==> src/rtl/alu_pkg.sv <==
// ---------------------------------------------------------------------------
// alu_pkg
// Shared constants and types for the datapath ALU adder blocks.
//   DATA_W  : operand/result width (the adder is built for 16 only)
//   GRP_W   : bits per first-level lookahead group
//   NUM_GRP : number of lookahead groups
//   word_t  : one datapath word
// ---------------------------------------------------------------------------
package alu_pkg;

    localparam int DATA_W  = 16;
    localparam int GRP_W   = 4;
    localparam int NUM_GRP = DATA_W / GRP_W;

    typedef logic [DATA_W-1:0] word_t;

endpackage : alu_pkg

==> src/rtl/cla_4bit.sv <==
// ---------------------------------------------------------------------------
// cla_4bit
// First-level 4-bit carry-lookahead group. It produces its own sum bits from
// the group carry-in and exports group generate/propagate to the second-level
// lookahead in the parent.
// Ports:
//   a, b : 4-bit operand slices
//   cin  : carry into bit 0 of this group
//   s    : 4-bit sum slice
//   gg   : group generate  (group produces a carry on its own)
//   gp   : group propagate (group passes cin straight through)
// ---------------------------------------------------------------------------
module cla_4bit
    import alu_pkg::*;
(
    input  logic [GRP_W-1:0] a,
    input  logic [GRP_W-1:0] b,
    input  logic             cin,
    output logic [GRP_W-1:0] s,
    output logic             gg,
    output logic             gp
);

    logic [GRP_W-1:0] w_g;
    logic [GRP_W-1:0] w_p;
    logic [GRP_W-1:0] w_c;

    assign w_g = a & b;
    assign w_p = a ^ b;

    // Every internal carry is a flat sum of products of cin, never a ripple
    // from the carry below it.
    assign w_c[0] = cin;
    assign w_c[1] = w_g[0] | (w_p[0] & cin);
    assign w_c[2] = w_g[1] | (w_p[1] & w_g[0]) | (w_p[1] & w_p[0] & cin);
    assign w_c[3] = w_g[2] | (w_p[2] & w_g[1]) | (w_p[2] & w_p[1] & w_g[0])
                  | (w_p[2] & w_p[1] & w_p[0] & cin);

    assign s  = w_p ^ w_c;

    assign gg = w_g[3] | (w_p[3] & w_g[2]) | (w_p[3] & w_p[2] & w_g[1])
              | (w_p[3] & w_p[2] & w_p[1] & w_g[0]);
    assign gp = &w_p;

endmodule : cla_4bit

==> src/rtl/cla_16bit.sv <==
// ---------------------------------------------------------------------------
// cla_16bit
// 16-bit two-level carry-lookahead adder: Sum = A + B + Cin with carry-out
// and signed overflow, plus a one-cycle registered copy of all three.
// Ports:
//   clk    : rising-edge clock for the output register
//   rst_n  : asynchronous active-low reset of the registered outputs only
//   A, B   : operands (two's complement or unsigned)
//   Cin    : carry into bit 0
//   Sum    : combinational sum, wraps modulo 2^16
//   Cout   : combinational carry-out (bit 16 of A+B+Cin)
//   Ovfl   : combinational signed overflow
//   Sum_q, Cout_q, Ovfl_q : the above, registered on every rising clk
// ---------------------------------------------------------------------------
module cla_16bit
    import alu_pkg::*;
#(
    parameter int WIDTH = DATA_W
) (
    input  logic             clk,
    input  logic             rst_n,
    input  logic [WIDTH-1:0] A,
    input  logic [WIDTH-1:0] B,
    input  logic             Cin,
    output logic [WIDTH-1:0] Sum,
    output logic             Cout,
    output logic             Ovfl,
    output logic [WIDTH-1:0] Sum_q,
    output logic             Cout_q,
    output logic             Ovfl_q
);

    logic [NUM_GRP-1:0] w_gg;
    logic [NUM_GRP-1:0] w_gp;
    logic [NUM_GRP:0]   w_gc;   // w_gc[k] = carry into group k; w_gc[4] = c16
    word_t              w_sum;

    // First level: four independent 4-bit lookahead groups.
    for (genvar k = 0; k < NUM_GRP; k++) begin : g_grp
        cla_4bit u_grp (
            .a   (A[k*GRP_W +: GRP_W]),
            .b   (B[k*GRP_W +: GRP_W]),
            .cin (w_gc[k]),
            .s   (w_sum[k*GRP_W +: GRP_W]),
            .gg  (w_gg[k]),
            .gp  (w_gp[k])
        );
    end

    // Second level: group carries c4/c8/c12/c16 expanded directly from Cin
    // and the group GG/GP terms, so no carry ripples from group to group.
    assign w_gc[0] = Cin;
    assign w_gc[1] = w_gg[0] | (w_gp[0] & Cin);
    assign w_gc[2] = w_gg[1] | (w_gp[1] & w_gg[0]) | (w_gp[1] & w_gp[0] & Cin);
    assign w_gc[3] = w_gg[2] | (w_gp[2] & w_gg[1]) | (w_gp[2] & w_gp[1] & w_gg[0])
                   | (w_gp[2] & w_gp[1] & w_gp[0] & Cin);
    assign w_gc[4] = w_gg[3] | (w_gp[3] & w_gg[2]) | (w_gp[3] & w_gp[2] & w_gg[1])
                   | (w_gp[3] & w_gp[2] & w_gp[1] & w_gg[0])
                   | (w_gp[3] & w_gp[2] & w_gp[1] & w_gp[0] & Cin);

    assign Sum  = w_sum;
    assign Cout = w_gc[4];
    // Overflow: operands agree in sign but the result sign differs.
    assign Ovfl = (A[WIDTH-1] == B[WIDTH-1]) && (w_sum[WIDTH-1] != A[WIDTH-1]);

    // NOTE: registers use non-blocking assignments so every flop samples the
    // pre-edge value; only these output flops are reset, the adder itself is
    // pure logic and stays live while rst_n is low.
    always_ff @(posedge clk or negedge rst_n) begin
        if (!rst_n) begin
            Sum_q  <= '0;
            Cout_q <= 1'b0;
            Ovfl_q <= 1'b0;
        end else begin
            Sum_q  <= Sum;
            Cout_q <= Cout;
            Ovfl_q <= Ovfl;
        end
    end

endmodule : cla_16bit

==> config.mk <==
export PLATFORM = sky130hd
export DESIGN_NAME = cla_16bit
export DESIGN_NICKNAME = d
export VERILOG_FILES = /design/src/rtl/alu_pkg.sv /design/src/rtl/cla_4bit.sv /design/src/rtl/cla_16bit.sv
export SDC_FILE = /design/constraint.sdc
export NUM_CORES = 1
export LEC_CHECK = 0
export CAP_MARGIN = 20
export CORE_MARGIN = 4
export CORE_UTILIZATION = 41
export DETAILED_ROUTE_END_ITERATION = 10
export PLACE_DENSITY_LB_ADDON = 0.2
export SLEW_MARGIN = 20
export SYNTH_ARGS = -nofsm -noshare
export SYNTH_HDL_FRONTEND = slang
export SYNTH_HIERARCHICAL = 1
export SYNTH_SLANG_ARGS = --single-unit
==> constraint.sdc <==
create_clock -name clk -period 8.92 [get_ports clk]
set_input_delay 2.676 -clock clk [delete_from_list [all_inputs] [get_ports clk]]
set_output_delay 2.676 -clock clk [all_outputs]
set_load 0.005 [all_outputs]
After elaboration in Yosys (flattened, before gate mapping)
Cells that the tools add are included.
{ "word_totals": {"reg_bits": 18, "inputBits": 35} }
{ "op_classes": {"n_eq_ne": 2, "bitwise": 130, "reduce_logical": 5} }
{ "op_table": {"columns": ["operator", "count"], "rows": [
  ["$and A1 B1 Y1", 72],
  ["$or A1 B1 Y1", 46],
  ["$xor A4 B4 Y4", 8],
  ["$and A4 B4 Y4", 4],
  ["$reduce_and A4 Y1", 4],
  ["$eq A1 B1 Y1", 1],
  ["$logic_and A1 B1 Y1", 1],
  ["$ne A1 B1 Y1", 1]
]} }

Longest topological paths before layout
{ "logic_depth": {"word_depth": 14, "mapped_depth": 12} }

Modules after synthesis
Netlist, hierarchy kept.
{ "by_module_without_submodules": {"columns": ["module", "instances", "cells_each", "area_per_inst_um2", "seq_area_each_um2"], "rows": [
  ["cla_4bit", 4, 22, 182.7, 0.0],
  ["cla_16bit", 1, 27, 505.5, 450.4]
]} }

Worst setup path after synthesis
No wires, ideal clock.
{ "synth_path": {"path_type": "input-to-output", "startpoint": "in A[2]", "endpoint": "out Ovfl", "arrival_ps": 4596, "t_required_ps": 6244, "setup_slack_ps": 1648, "path_stages": 11, "path_cell_list": "ha_1 -> a21oi_1 -> nand2_1 -> a21o_1 -> a21o_1 -> a21o_1 -> a21o_1 -> nand4_1 -> nand3_1 -> xor2_1 -> o21ai_0"} }
{ "synth_via": {"elab_chain_len": 13} }
{ "synth_rtl": {"columns": ["element", "line_no", "text"], "rows": [
  ["start, declared", "cla_16bit.sv:22", "input logic [WIDTH-1:0] A,"],
  ["$and A4 B4 Y4 / $xor A4 B4 Y4 (equally long branches)", "cla_4bit.sv:28, cla_4bit.sv:29", null],
  ["$and A1 B1 Y1 (on tied branches)", "cla_4bit.sv:41, cla_4bit.sv:42", null],
  ["$or A1 B1 Y1, or another cell as far along", "cla_4bit.sv:41", "assign gg = w_g[3] | (w_p[3] & w_g[2]) | (w_p[3] & w_p[2] & w_g[1])"],
  ["$or A1 B1 Y1 / $and A1 B1 Y1 (equally long branches)", "cla_4bit.sv:41, cla_4bit.sv:42", null],
  ["$or A1 B1 Y1 *", "cla_4bit.sv:42", "| (w_p[3] & w_p[2] & w_p[1] & w_g[0]);"],
  ["named net w_gg[0]", "cla_16bit.sv:33", "logic [NUM_GRP-1:0] w_gg;"],
  ["$and A1 B1 Y1 *", "cla_16bit.sv:55", "assign w_gc[3] = w_gg[2] | (w_gp[2] & w_gg[1]) | (w_gp[2] & w_gp[1] & w_gg[0])"],
  ["$or A1 B1 Y1 *", "cla_16bit.sv:55", null],
  ["$or A1 B1 Y1 *", "cla_16bit.sv:56", "| (w_gp[2] & w_gp[1] & w_gp[0] & Cin);"],
  ["named net w_gc[3]", "cla_16bit.sv:35", "logic [NUM_GRP:0] w_gc;"],
  ["$and A1 B1 Y1 *", "cla_4bit.sv:37", "| (w_p[2] & w_p[1] & w_p[0] & cin);"],
  ["$or A1 B1 Y1 *", "cla_4bit.sv:37", null],
  ["$xor A4 B4 Y4 *", "cla_4bit.sv:39", "assign s = w_p ^ w_c;"],
  ["named net Sum[15]", "cla_16bit.sv:25", "output logic [WIDTH-1:0] Sum,"],
  ["$ne A1 B1 Y1 *", "cla_16bit.sv:64", "assign Ovfl = (A[WIDTH-1] == B[WIDTH-1]) && (w_sum[WIDTH-1] != A[WIDTH-1]);"],
  ["$logic_and A1 B1 Y1 *", "cla_16bit.sv:64", null],
  ["end, declared", "cla_16bit.sv:27", "output logic Ovfl,"]
]} }
Mark *: on every way through the listed nets, which the timed path passes. The rest lies on a longest branch.

Worst setup path in the final report
{ "layout_path": {"startpoint": "in A[2]", "endpoint": "out Ovfl"} }
{ "layout_via": {"elab_chain_len": 13} }
{ "layout_rtl": {"columns": ["element", "line_no"], "rows": [
  ["$and A4 B4 Y4 / $xor A4 B4 Y4 (equally long branches)", "cla_4bit.sv:28, cla_4bit.sv:29"],
  ["$and A1 B1 Y1 (on tied branches)", "cla_4bit.sv:41, cla_4bit.sv:42"],
  ["$or A1 B1 Y1, or another cell as far along", "cla_4bit.sv:41"],
  ["$or A1 B1 Y1 / $and A1 B1 Y1 (equally long branches)", "cla_4bit.sv:41, cla_4bit.sv:42"],
  ["$or A1 B1 Y1 *", "cla_4bit.sv:42"],
  ["named net w_gg[0]", "cla_16bit.sv:33"],
  ["$and A1 B1 Y1 *", "cla_16bit.sv:55"],
  ["$or A1 B1 Y1 *", "cla_16bit.sv:55"],
  ["$or A1 B1 Y1 *", "cla_16bit.sv:56"],
  ["named net w_gc[3]", "cla_16bit.sv:35"],
  ["$and A1 B1 Y1 *", "cla_4bit.sv:37"],
  ["$or A1 B1 Y1 *", "cla_4bit.sv:37"],
  ["$xor A4 B4 Y4 *", "cla_4bit.sv:39"],
  ["$ne A1 B1 Y1 *", "cla_16bit.sv:64"],
  ["$logic_and A1 B1 Y1 *", "cla_16bit.sv:64"]
]} }
Marked as above.

==> results_dict.tcl <==
set metrics [dict create \
    critPathKind "primary input to output port" \
    critPathMaxStageDelay_ns 0.54 \
    synth_top_area_cell "dfrtp_1" \
    postCtsSetupBuffers 0 \
    synth_area_um2 1240 \
    crit_fanout 5 \
    worstPathRequired_ns 6.24 \
    clkPwrFrac 0.172 \
    yosys_warnings 6 \
    cts_sinks 18 \
    cts_tree "done" \
    die_h_um 62.9 \
    ys_seq_elements 18 \
    root_buffer "clkbuf_4" \
    peakVddDrop_mv 0.0799 \
    initial_core_util 0.437 \
    cts.path.max_buffers 2 \
    worstPathArrival_ns 5.71 \
    die-area_um2 3960 \
    hold_class "primary input to asynchronous set/reset pin" \
    synth-seq-area-share 0.364 \
    drv_slew 0 \
    route.detailed.drc 0 \
    syn_avg_cell_area_um2 10.7 \
    synthesis.nets 174 \
    place_area_um2 1980 \
    tightest_slew_ns 0.862 \
    grt_pass1_vias 1193 \
    cts_resized 0 \
    antenna_cells 0 \
    finalSetupTns_ns 0 \
    synth_top_area_frac 0.364 \
    drt_pass1_iterations 5 \
    cellInternalPower_uw 214 \
    port_buffers 70 \
    worst_path_most_repeated_cell "a21o_1" \
    critPathSlowestCell "clkdlybuf4s50_1" \
    cts_max_level 1 \
    cp-end-kind "output port" \
    viasPerCell 5.01 \
    relSlewSlack 0.423 \
    grt_max_degree 19 \
    min_period_ns 8.39 \
    fmax_mhz 119 \
    via_count 1103 \
    status "completed" \
    ant_nets 0 \
    place_hpwl_um 2660 \
    grt_overflow_total 0 \
    nets 249 \
    crit_chain "clkdlybuf4s50_1 -> ha_1 -> a21oi_1 -> nand2_1 -> a21o_1 -> a21o_1 -> a21o_1 -> a21o_1 -> nand4_1 -> nand3_1 -> xor2_1 -> nand2_1 -> o21ai_0 -> clkdlybuf4s50_1" \
    area_growth_pct 62.8 \
    cts_buffers 3 \
    crit_path_start_kind "primary input" \
    ios 71 \
    final.fill_count 223 \
    synthTopCellsByArea "dfrtp_1 (36%), ha_1 (20%), a21o_1 (7.3%), fa_1 (6.5%), xnor2_1 (5.7%)" \
    wirelength_um 3120 \
    core_um2 2830 \
    grtUsageTotal 0.162 \
    place_congestion 0.848 \
    grt_setup_unrepaired "no" \
    die_width_um 62.9 \
    cap_viol_max_count 0 \
    sw_frac_of_total 0.285 \
    hold_buffers 0 \
    power_frac_seq 0.341 \
    pwr-share-comb 0.487 \
    stdcell_area_um2 2010 \
    wl_per_cell_um 14.2 \
    p_leak_nw 0.979 \
    drive_gt1_frac 0.0635 \
    synthCells 115 \
    period_share 0.940 \
    hold_viol_final 0 \
    std_cell_rows 19 \
    p_sw_uw 85.3 \
    grt_pass1_wl_um 5250 \
    power_density_nw_per_um2 149 \
    ys_types 16 \
    clk_pin_slew_ns 0.11 \
    dr.first_iter.drc_count 22 \
    antenna_found_initial 0 \
    setup_viol 0 \
]
==> power by group through the flow <==
stage                     logic [mW]  registers, mW  clock network (mW)
after floorplan               0.0490          0.107                   0
after global placement         0.145          0.104                   0
after detailed placement       0.147          0.105                   0
after CTS                      0.148          0.103              0.0543
after global routing           0.159          0.104              0.0591
final                          0.146          0.102              0.0516
==> worst max-delay path, delay by kind of cell <==
family / cells / cell delay, ns
AO/OA/AOI/OAI: 6 / 1.14
adder cells (fa/ha/maj): 1 / 0.36
XOR/XNOR: 1 / 0.25
buffers and inverters: 2 / 0.94
AND/OR/NAND/NOR: 4 / 0.32
==> stage by stage <==
step / cells / hold slack (ns) / util / worst slack, ns / power [mW]
floorplan: 115 / 2.38 / - / 1.65 / 0.156
global placement: 216 / 3.20 / 0.698 / 0.638 / 0.249
detailed placement: 216 / 3.21 / 0.698 / 0.524 / 0.252
CTS: 220 / 2.88 / 0.711 / 0.510 / 0.305
global route: 220 / 2.93 / 0.711 / 0.268 / 0.323
finish: 220 / 2.86 / 0.711 / 0.534 / 0.300
==> area by class of cell <==
cell class / count / area [µm²] / area share
inverter: 16 / 60.1 / 0.0299
clock buffer: 4 / 36.3 / 0.0180
multi-input combinational: 81 / 726 / 0.361
tap: 31 / 38.8 / 0.0193
sequential: 18 / 450 / 0.224
timing repair buffer: 70 / 701 / 0.348
==> layout by cell type (no fill, tap or decap) <==
cell and count:
clkdlybuf4s50_1 70, ha_1 20, dfrtp_1 18, inv_1 16, a21o_1 12, xnor2_1 8
nand3_1 8, nand2_1 6, a21oi_2 4, a21oi_1 4, nand4_1 4, xor2_1 4
and4_2 4, fa_1 4, clkbuf_4 3, a31o_1 1, nor2_1 1, o21ai_0 1
clkbuf_8 1
==> synth_stat cells <==
| cell | number |
|---|---|
| ha_1 | 20 |
| dfrtp_1 | 18 |
| inv_1 | 16 |
| a21o_1 | 12 |
| nand3_1 | 8 |
| xnor2_1 | 8 |
| nand2_1 | 6 |
| a21oi_1 | 4 |
| a21oi_2 | 4 |
| and4_2 | 4 |
| fa_1 | 4 |
| nand4_1 | 4 |
| xor2_1 | 4 |
| a31o_1 | 1 |
| nor2_1 | 1 |
| o21ai_0 | 1 |
==> path summary, 6_finish.rpt <==
check                       from        to  slack (ns)  cells past startpoint
min                        rst_n  Sum_q[3]        2.86                      1
max                         A[2]      Ovfl        0.53                     14
max in group asynchronous  rst_n  Sum_q[1]        5.53                      1
min in group clk           B[15]    Ovfl_q        3.07                      3
==> registers in the layout (all words and copies together), names as in the netlist <==
signal / flops
Cout_q: 1
Ovfl_q: 1
Sum_q: 16
==> kinds of logic (layout without fill, tap and decap cells) <==
kind of cell,count (synthesis),after routing,synth area share
AOI/OAI and AO/OA,22,22,0.129
xor gates and xnor gates,12,12,0.0850
adders and majority gates,24,24,0.267
buffers and inverters,16,90,0.0486
DFF,18,18,0.364
and+or+nand+nor,23,23,0.106
==> routing by layer <==
| metal | track usage | wire, µm | up-vias |
|---|---|---|---|
| li1 | - | - | 541 |
| met1 | 0.184 | 1240 | 513 |
| met2 | 0.296 | 1660 | 45 |
| met3 | 0.0432 | 198 | 4 |
| met4 | 0.0386 | 23 | 0 |
| met5 | 0 | 0 | - |
Note: power is estimated with default switching activity, not from simulation.
==> variant 1: new RTL, config.mk and constraints unchanged <==
Take the reset off `Sum_q` and load it in a clocked block of its own.
--- a/src/rtl/cla_16bit.sv
+++ b/src/rtl/cla_16bit.sv
@@ -68,15 +68,17 @@
     // pure logic and stays live while rst_n is low.
     always_ff @(posedge clk or negedge rst_n) begin
         if (!rst_n) begin
-            Sum_q  <= '0;
             Cout_q <= 1'b0;
             Ovfl_q <= 1'b0;
         end else begin
-            Sum_q  <= Sum;
             Cout_q <= Cout;
             Ovfl_q <= Ovfl;
         end
     end
 
+    always_ff @(posedge clk) begin
+        Sum_q <= Sum;
+    end
+
 endmodule : cla_16bit
 
Check against the original RTL: not equivalent (a bounded check fails within 4 cycles, from zero or initial values and one cycle with rst_n low).
==> variant 1 against the unedited design <==
- cell area shrank 4.0%
- power shrank 0.36%
- hold slack lost 0.34 ns
- synthesized cell count is the same
- sequential cell count is the same
- clock power is essentially flat
- synthesized area shrank 6.5%
- highest routed layer unchanged
- routed wire length shrank 0.67%
- sequential share of layout area shrank 3.2 points
- setup slack lost 0.019 ns
==> variant 1: results (changes against the unedited design) <==
stage,metric,value,unit,change
global_route,grt_pass1_wl,4823,µm,-8.1%
critical_path,worstSetupEndpoint,Ovfl,,
place,dp_hpwl,2668,µm,+0.41%
pwr,ir_drop,0.1256,mV,+57%
critical_path,startpoint,A[2],,
critical_path,crit_fanout,5,,unchanged
route,wl_met3,244,µm,+23%
pwr,power_leakage,0.9273,nW,-5.3%
clock_tree,clk_pin_slew,0.11,ns,about the same
synthesis,synth_fp_nets,174,,unchanged
clock_tree,htree_levels,1,,unchanged
synthesis,synthTopCellsByCount,"20 x ha_1, 16 x dfxtp_1, 16 x inv_1",,
synthesis,synth-async-reset-ratio,11.11,%,-89 points
global_route,grt_max_degree,11,,-8
route,wl,3100,µm,-0.67%
clock_tree,cts_buffer_depth,2,,unchanged
finish,num-nets-final,249,,unchanged
route,first_pass_iters,4,,-1
global_route,grt_util_met3,3.774,%,-0.54 points
place,place_ws,0.5184,ns,-0.005953 ns
synthesis,ys_types,17,,+1
timing,fin_hold_ws,2.526,ns,-0.3375 ns
critical_path,slowest_stage,clkdlybuf4s50_1,,
critical_path,worstPathArrival,5.73,ns,+0.02 ns
clock_tree,cts_buffers,3,,unchanged
route,wl_met2,1609,µm,-2.8%
route,drt_iter0_drc,12,,-45%
synthesis,yosysMostFrequentCell,ha_1,,
route,wire_per_inst,14.16,µm,-0.22%
clock_tree,cts-root-buf,clkbuf_4,,
global_route,met1_usage,18.46,%,+0.055 points
global_route,use_met2,32.18,%,+2.5 points
place,io_buffers,70,,unchanged
synthesis,ys_seq_area_share,32.03,%,-4.4 points
clock_tree,cts_setup_buffers,0,,unchanged
place,routabilityCongestion,0.8506,,+0.37%
place,dpl.cell_count,215,,-0.46%
timing,worstMarginPinSlew,0.2785,ns,-0.5837 ns
global_route,grt_use_total,17.43,%,+1.3 points
synthesis,synth_area_per_cell,10.05,µm²,-6.5%
min_path,hold_path.class,in -> async,,
route,via_count,1107,,+0.36%
outcome,status,completed,,
finish,n_antenna_cell,0,,unchanged
route,drt-met1-wl,1197,µm,-3.8%
timing,finalCritPeriodShare,94.22,%,+0.21 points
place,placed_area,1894,µm²,-4.1%
clock_tree,post_cts_resized,0,,unchanged
synthesis,synth.top_cells.by_area,"dfxtp_1 28%, ha_1 22%, a21o_1 7.8%, fa_1 6.9%, xnor2_1 6.1%",,
-- variant 1: power by group --
part / total (mW) / internal (mW) / switching (mW) / leakage (nW)
clock: 0.0515 / 0.0249 / 0.0266 / 0.0210
sequential: 0.102 / 0.0978 / 0.00412 / 0.160
combinational: 0.145 / 0.0918 / 0.0533 / 0.746
total: 0.298 / 0.214 / 0.0840 / 0.927
-- variant 1: kinds of logic (layout without fill, tap and decap cells) --
group | Yosys count | in the layout | share of synthesized area, %
AND/OR/NAND/NOR | 23 | 23 | 11.36
adder cells (fa/ha/maj) | 24 | 24 | 28.57
flip-flops | 18 | 18 | 32.04
AO/OA/AOI/OAI | 22 | 22 | 13.74
XOR/XNOR | 12 | 12 | 9.091
buffers and inverters | 16 | 90 | 5.195
-- variant 1: cell type report --
cell class	instances	area (µm²)
Multi-Input combinational cell	81	725.7
Timing Repair Buffer	70	700.7
Fill cell	196	659.4
Sequential cell	18	370.4
Inverter	16	60.06
Tap cell	30	37.54
Clock buffer	4	36.28
==> variant 2: new RTL, config.mk and constraints unchanged <==
Made on the original files. Register the inputs `A`, `B` and `Cin` before use, cleared by the reset. The logic sees them one clock later. Comments in the files are not updated.
--- a/src/rtl/cla_16bit.sv
+++ b/src/rtl/cla_16bit.sv
@@ -30,6 +30,22 @@
     output logic             Ovfl_q
 );
 
+    logic [WIDTH-1:0] A_q;
+    logic [WIDTH-1:0] B_q;
+    logic Cin_q;
+
+    always_ff @(posedge clk or negedge rst_n) begin
+        if (!rst_n) begin
+            A_q   <= '0;
+            B_q   <= '0;
+            Cin_q <= '0;
+        end else begin
+            A_q   <= A;
+            B_q   <= B;
+            Cin_q <= Cin;
+        end
+    end
+
     logic [NUM_GRP-1:0] w_gg;
     logic [NUM_GRP-1:0] w_gp;
     logic [NUM_GRP:0]   w_gc;   // w_gc[k] = carry into group k; w_gc[4] = c16
@@ -38,8 +54,8 @@
     // First level: four independent 4-bit lookahead groups.
     for (genvar k = 0; k < NUM_GRP; k++) begin : g_grp
         cla_4bit u_grp (
-            .a   (A[k*GRP_W +: GRP_W]),
-            .b   (B[k*GRP_W +: GRP_W]),
+            .a   (A_q[k*GRP_W +: GRP_W]),
+            .b   (B_q[k*GRP_W +: GRP_W]),
             .cin (w_gc[k]),
             .s   (w_sum[k*GRP_W +: GRP_W]),
             .gg  (w_gg[k]),
@@ -49,19 +65,19 @@
 
     // Second level: group carries c4/c8/c12/c16 expanded directly from Cin
     // and the group GG/GP terms, so no carry ripples from group to group.
-    assign w_gc[0] = Cin;
-    assign w_gc[1] = w_gg[0] | (w_gp[0] & Cin);
-    assign w_gc[2] = w_gg[1] | (w_gp[1] & w_gg[0]) | (w_gp[1] & w_gp[0] & Cin);
+    assign w_gc[0] = Cin_q;
+    assign w_gc[1] = w_gg[0] | (w_gp[0] & Cin_q);
+    assign w_gc[2] = w_gg[1] | (w_gp[1] & w_gg[0]) | (w_gp[1] & w_gp[0] & Cin_q);
     assign w_gc[3] = w_gg[2] | (w_gp[2] & w_gg[1]) | (w_gp[2] & w_gp[1] & w_gg[0])
-                   | (w_gp[2] & w_gp[1] & w_gp[0] & Cin);
+                   | (w_gp[2] & w_gp[1] & w_gp[0] & Cin_q);
     assign w_gc[4] = w_gg[3] | (w_gp[3] & w_gg[2]) | (w_gp[3] & w_gp[2] & w_gg[1])
                    | (w_gp[3] & w_gp[2] & w_gp[1] & w_gg[0])
-                   | (w_gp[3] & w_gp[2] & w_gp[1] & w_gp[0] & Cin);
+                   | (w_gp[3] & w_gp[2] & w_gp[1] & w_gp[0] & Cin_q);
 
     assign Sum  = w_sum;
     assign Cout = w_gc[4];
     // Overflow: operands agree in sign but the result sign differs.
-    assign Ovfl = (A[WIDTH-1] == B[WIDTH-1]) && (w_sum[WIDTH-1] != A[WIDTH-1]);
+    assign Ovfl = (A_q[WIDTH-1] == B_q[WIDTH-1]) && (w_sum[WIDTH-1] != A_q[WIDTH-1]);
 
     // NOTE: registers use non-blocking assignments so every flop samples the
     // pre-edge value; only these output flops are reset, the adder itself is
Check against the original RTL: not equivalent (Yosys sat finds a counterexample within 4 cycles, from zero or initial values and one cycle with rst_n low).
==> variant 2 against the unedited design <==
- utilization is 9.5 points lower
- sequential share of layout area up 21 points
- cell area grew 47%
- cell count up 33%
- hold slack worse by 2.2 ns
- synthesized area is 67% higher
- setup slack improved by 2.4 ns
- largest power group is now sequential cells
- first-iteration DRC count grew to 3.2 times the old value
- routed wire length grew 14%
- sequential cell count rose by 33
- power increased by 83%
- sequential power grew to 2.6 times the old value
==> variant 2: results (changes against the unedited design) <==
stage,metric,value,unit,change
outcome,status,completed,,
finish,top_regs,"A_q: 16 flops, B_q: 16 flops, Sum_q: 16 flops",,
clock_tree,cts_buffers,5,,+2
clock_tree,cts_buffer_depth,2,,unchanged
finish,drive_above_1_share,7.522,%,+1.2 points
global_route,grt_max_degree,52,,+33
critical_path,cpPeakStageDelay,0.54,ns,about the same
global_route,antenna_found_initial,0,,unchanged
timing,skew,0.007180,ns,
route,first_pass_iters,4,,-1
synthesis,synthCells,148,,+29%
synthesis,synth_enable_flop_cells,0,,unchanged
synthesis,ys_seq_area_share,61.89,%,+25 points
synthesis,synth_flop_cell,dfrtp_1,,
route,wire_per_inst,12.12,µm,-15%
pwr,power_leakage,1.394,nW,+42%
synthesis,ys_types,16,,unchanged
finish,num-nets-final,284,,+14%
route,via_per_inst,4.451,,-11%
critical_path,worstPathArrival,3.26,ns,-2.45 ns
global_route,grt_use_total,12.19,%,-4.0 points
clock_tree,htree_levels,2,,+1
route,via_count,1304,,+18%
clock_tree,post_cts_resized,0,,unchanged
place,dp_hpwl,2770,µm,+4.2%
place,dpl.cell_count,285,,+32%
critical_path,slowest_stage,clkdlybuf4s50_1,,
clock_tree,clk_pin_slew,0.09,ns,-0.02 ns
min_path,hold_path.class,reg -> reg,,
critical_path,timing.reg2reg.setup_slack,6.37,ns,
pwr,intPower,0.4165,mW,+94%
finish,nFillCells,384,,+72%
critical_path,critical_path.top_delay_family,compound AO/OA/AOI/OAI gates,,
synthesis,synth-async-reset-ratio,100.0,%,unchanged
clock_tree,cts-root-buf,clkbuf_8,,
synthesis,synthTopCellsByCount,"51 x dfrtp_1, 20 x ha_1, 16 x inv_1",,
synthesis,synth_fp_nets,207,,+19%
place,routabilityCongestion,0.7832,,-7.6%
global_route,grt_pass1_wl,6003,µm,+14%
critical_path,ff2ff_path_depth,11,,
synthesis,yosys_warnings,6,,unchanged
route,drt_iter0_drc,71,,+220%
critical_path,crit_fanout,5,,unchanged
timing,worstMarginPinSlew,0.6150,ns,-0.2471 ns
pwr,ir_drop,0.09828,mV,+23%
synthesis,synth.top_cells.by_area,"dfrtp_1 62%, ha_1 12%, a21o_1 4.4%, fa_1 3.9%, xnor2_1 3.4%",,
[variant 2: path summary, 6_finish.rpt]
path	from	endpoint
setup / recovery	A_q[2]$_DFF_PN0_	Ovfl
hold / removal	B_q[15]$_DFF_PN0_	Ovfl_q$_DFF_PN0_
setup reg to reg	A_q[2]$_DFF_PN0_	Ovfl_q$_DFF_PN0_
hold reg to reg	B_q[15]$_DFF_PN0_	Ovfl_q$_DFF_PN0_
max in group asynchronous	rst_n	A_q[10]$_DFF_PN0_
min in group asynchronous	rst_n	Sum_q[1]$_DFF_PN0_
[variant 2: cells by family (layout without fill, tap and decap cells)]
logic type      Yosys count  after routing  share of synthesized area (%)
flops                    51             51                          61.89
xor+xnor                 12             12                          5.097
compound gates           22             22                          7.706
fa+ha+maj                24             24                          16.02
buf+inv                  16             94                          2.913
simple gates             23             23                          6.371
[variant 2: cell type report]
type	instances	share of cell area, %
well taps	67	2.844
clock inverters	1	0.2547
clock buffers	7	3.268
repair buffers	70	23.68
multi-input cells	81	24.62
flip-flops and latches	51	43.29
inverters	16	2.037
[variant 2: per-stage QoR]
stage | setup slack [ns] | instance area, µm² | hold slack, ns | utilization, %
after global placement | 3.370 | 2841 | 0.5988 | 59.37
final | 2.983 | 2948 | 0.6178 | 61.59
after CTS | 2.936 | 2945 | 0.6136 | 61.54
after floorplan | 3.971 | 2062 | 0.5912 | -
after detailed placement | 3.269 | 2841 | 0.5948 | 59.37
after global routing | 2.712 | 2948 | 0.6454 | 61.59
[variant 2: power by group through the flow]
stage               logic (mW)  registers (mW)  clock network [mW]
finish                   0.144           0.262               0.140
global route             0.158           0.265               0.157
CTS                      0.147           0.263               0.146
detailed placement       0.146           0.267                   0
global placement         0.146           0.267                   0
floorplan               0.0489           0.270                   0
[variant 2: worst register-to-register path, delay by kind of cell, from the launching register on]
kind	cells	cell delay, ns
compound gates	6	1.20
flops	1	0.37
fa+ha+maj	1	0.35
simple gates	3	0.24
xor+xnor	1	0.24
[variant 2: metal layers]
layer	vias to the layer above	wire length, µm	global-route usage (%)
li1	648	-	-
met1	615	1499	15.07
met2	39	1800	21.31
met3	2	224	3.515
met4	0	27	2.577
met5	-	0	0
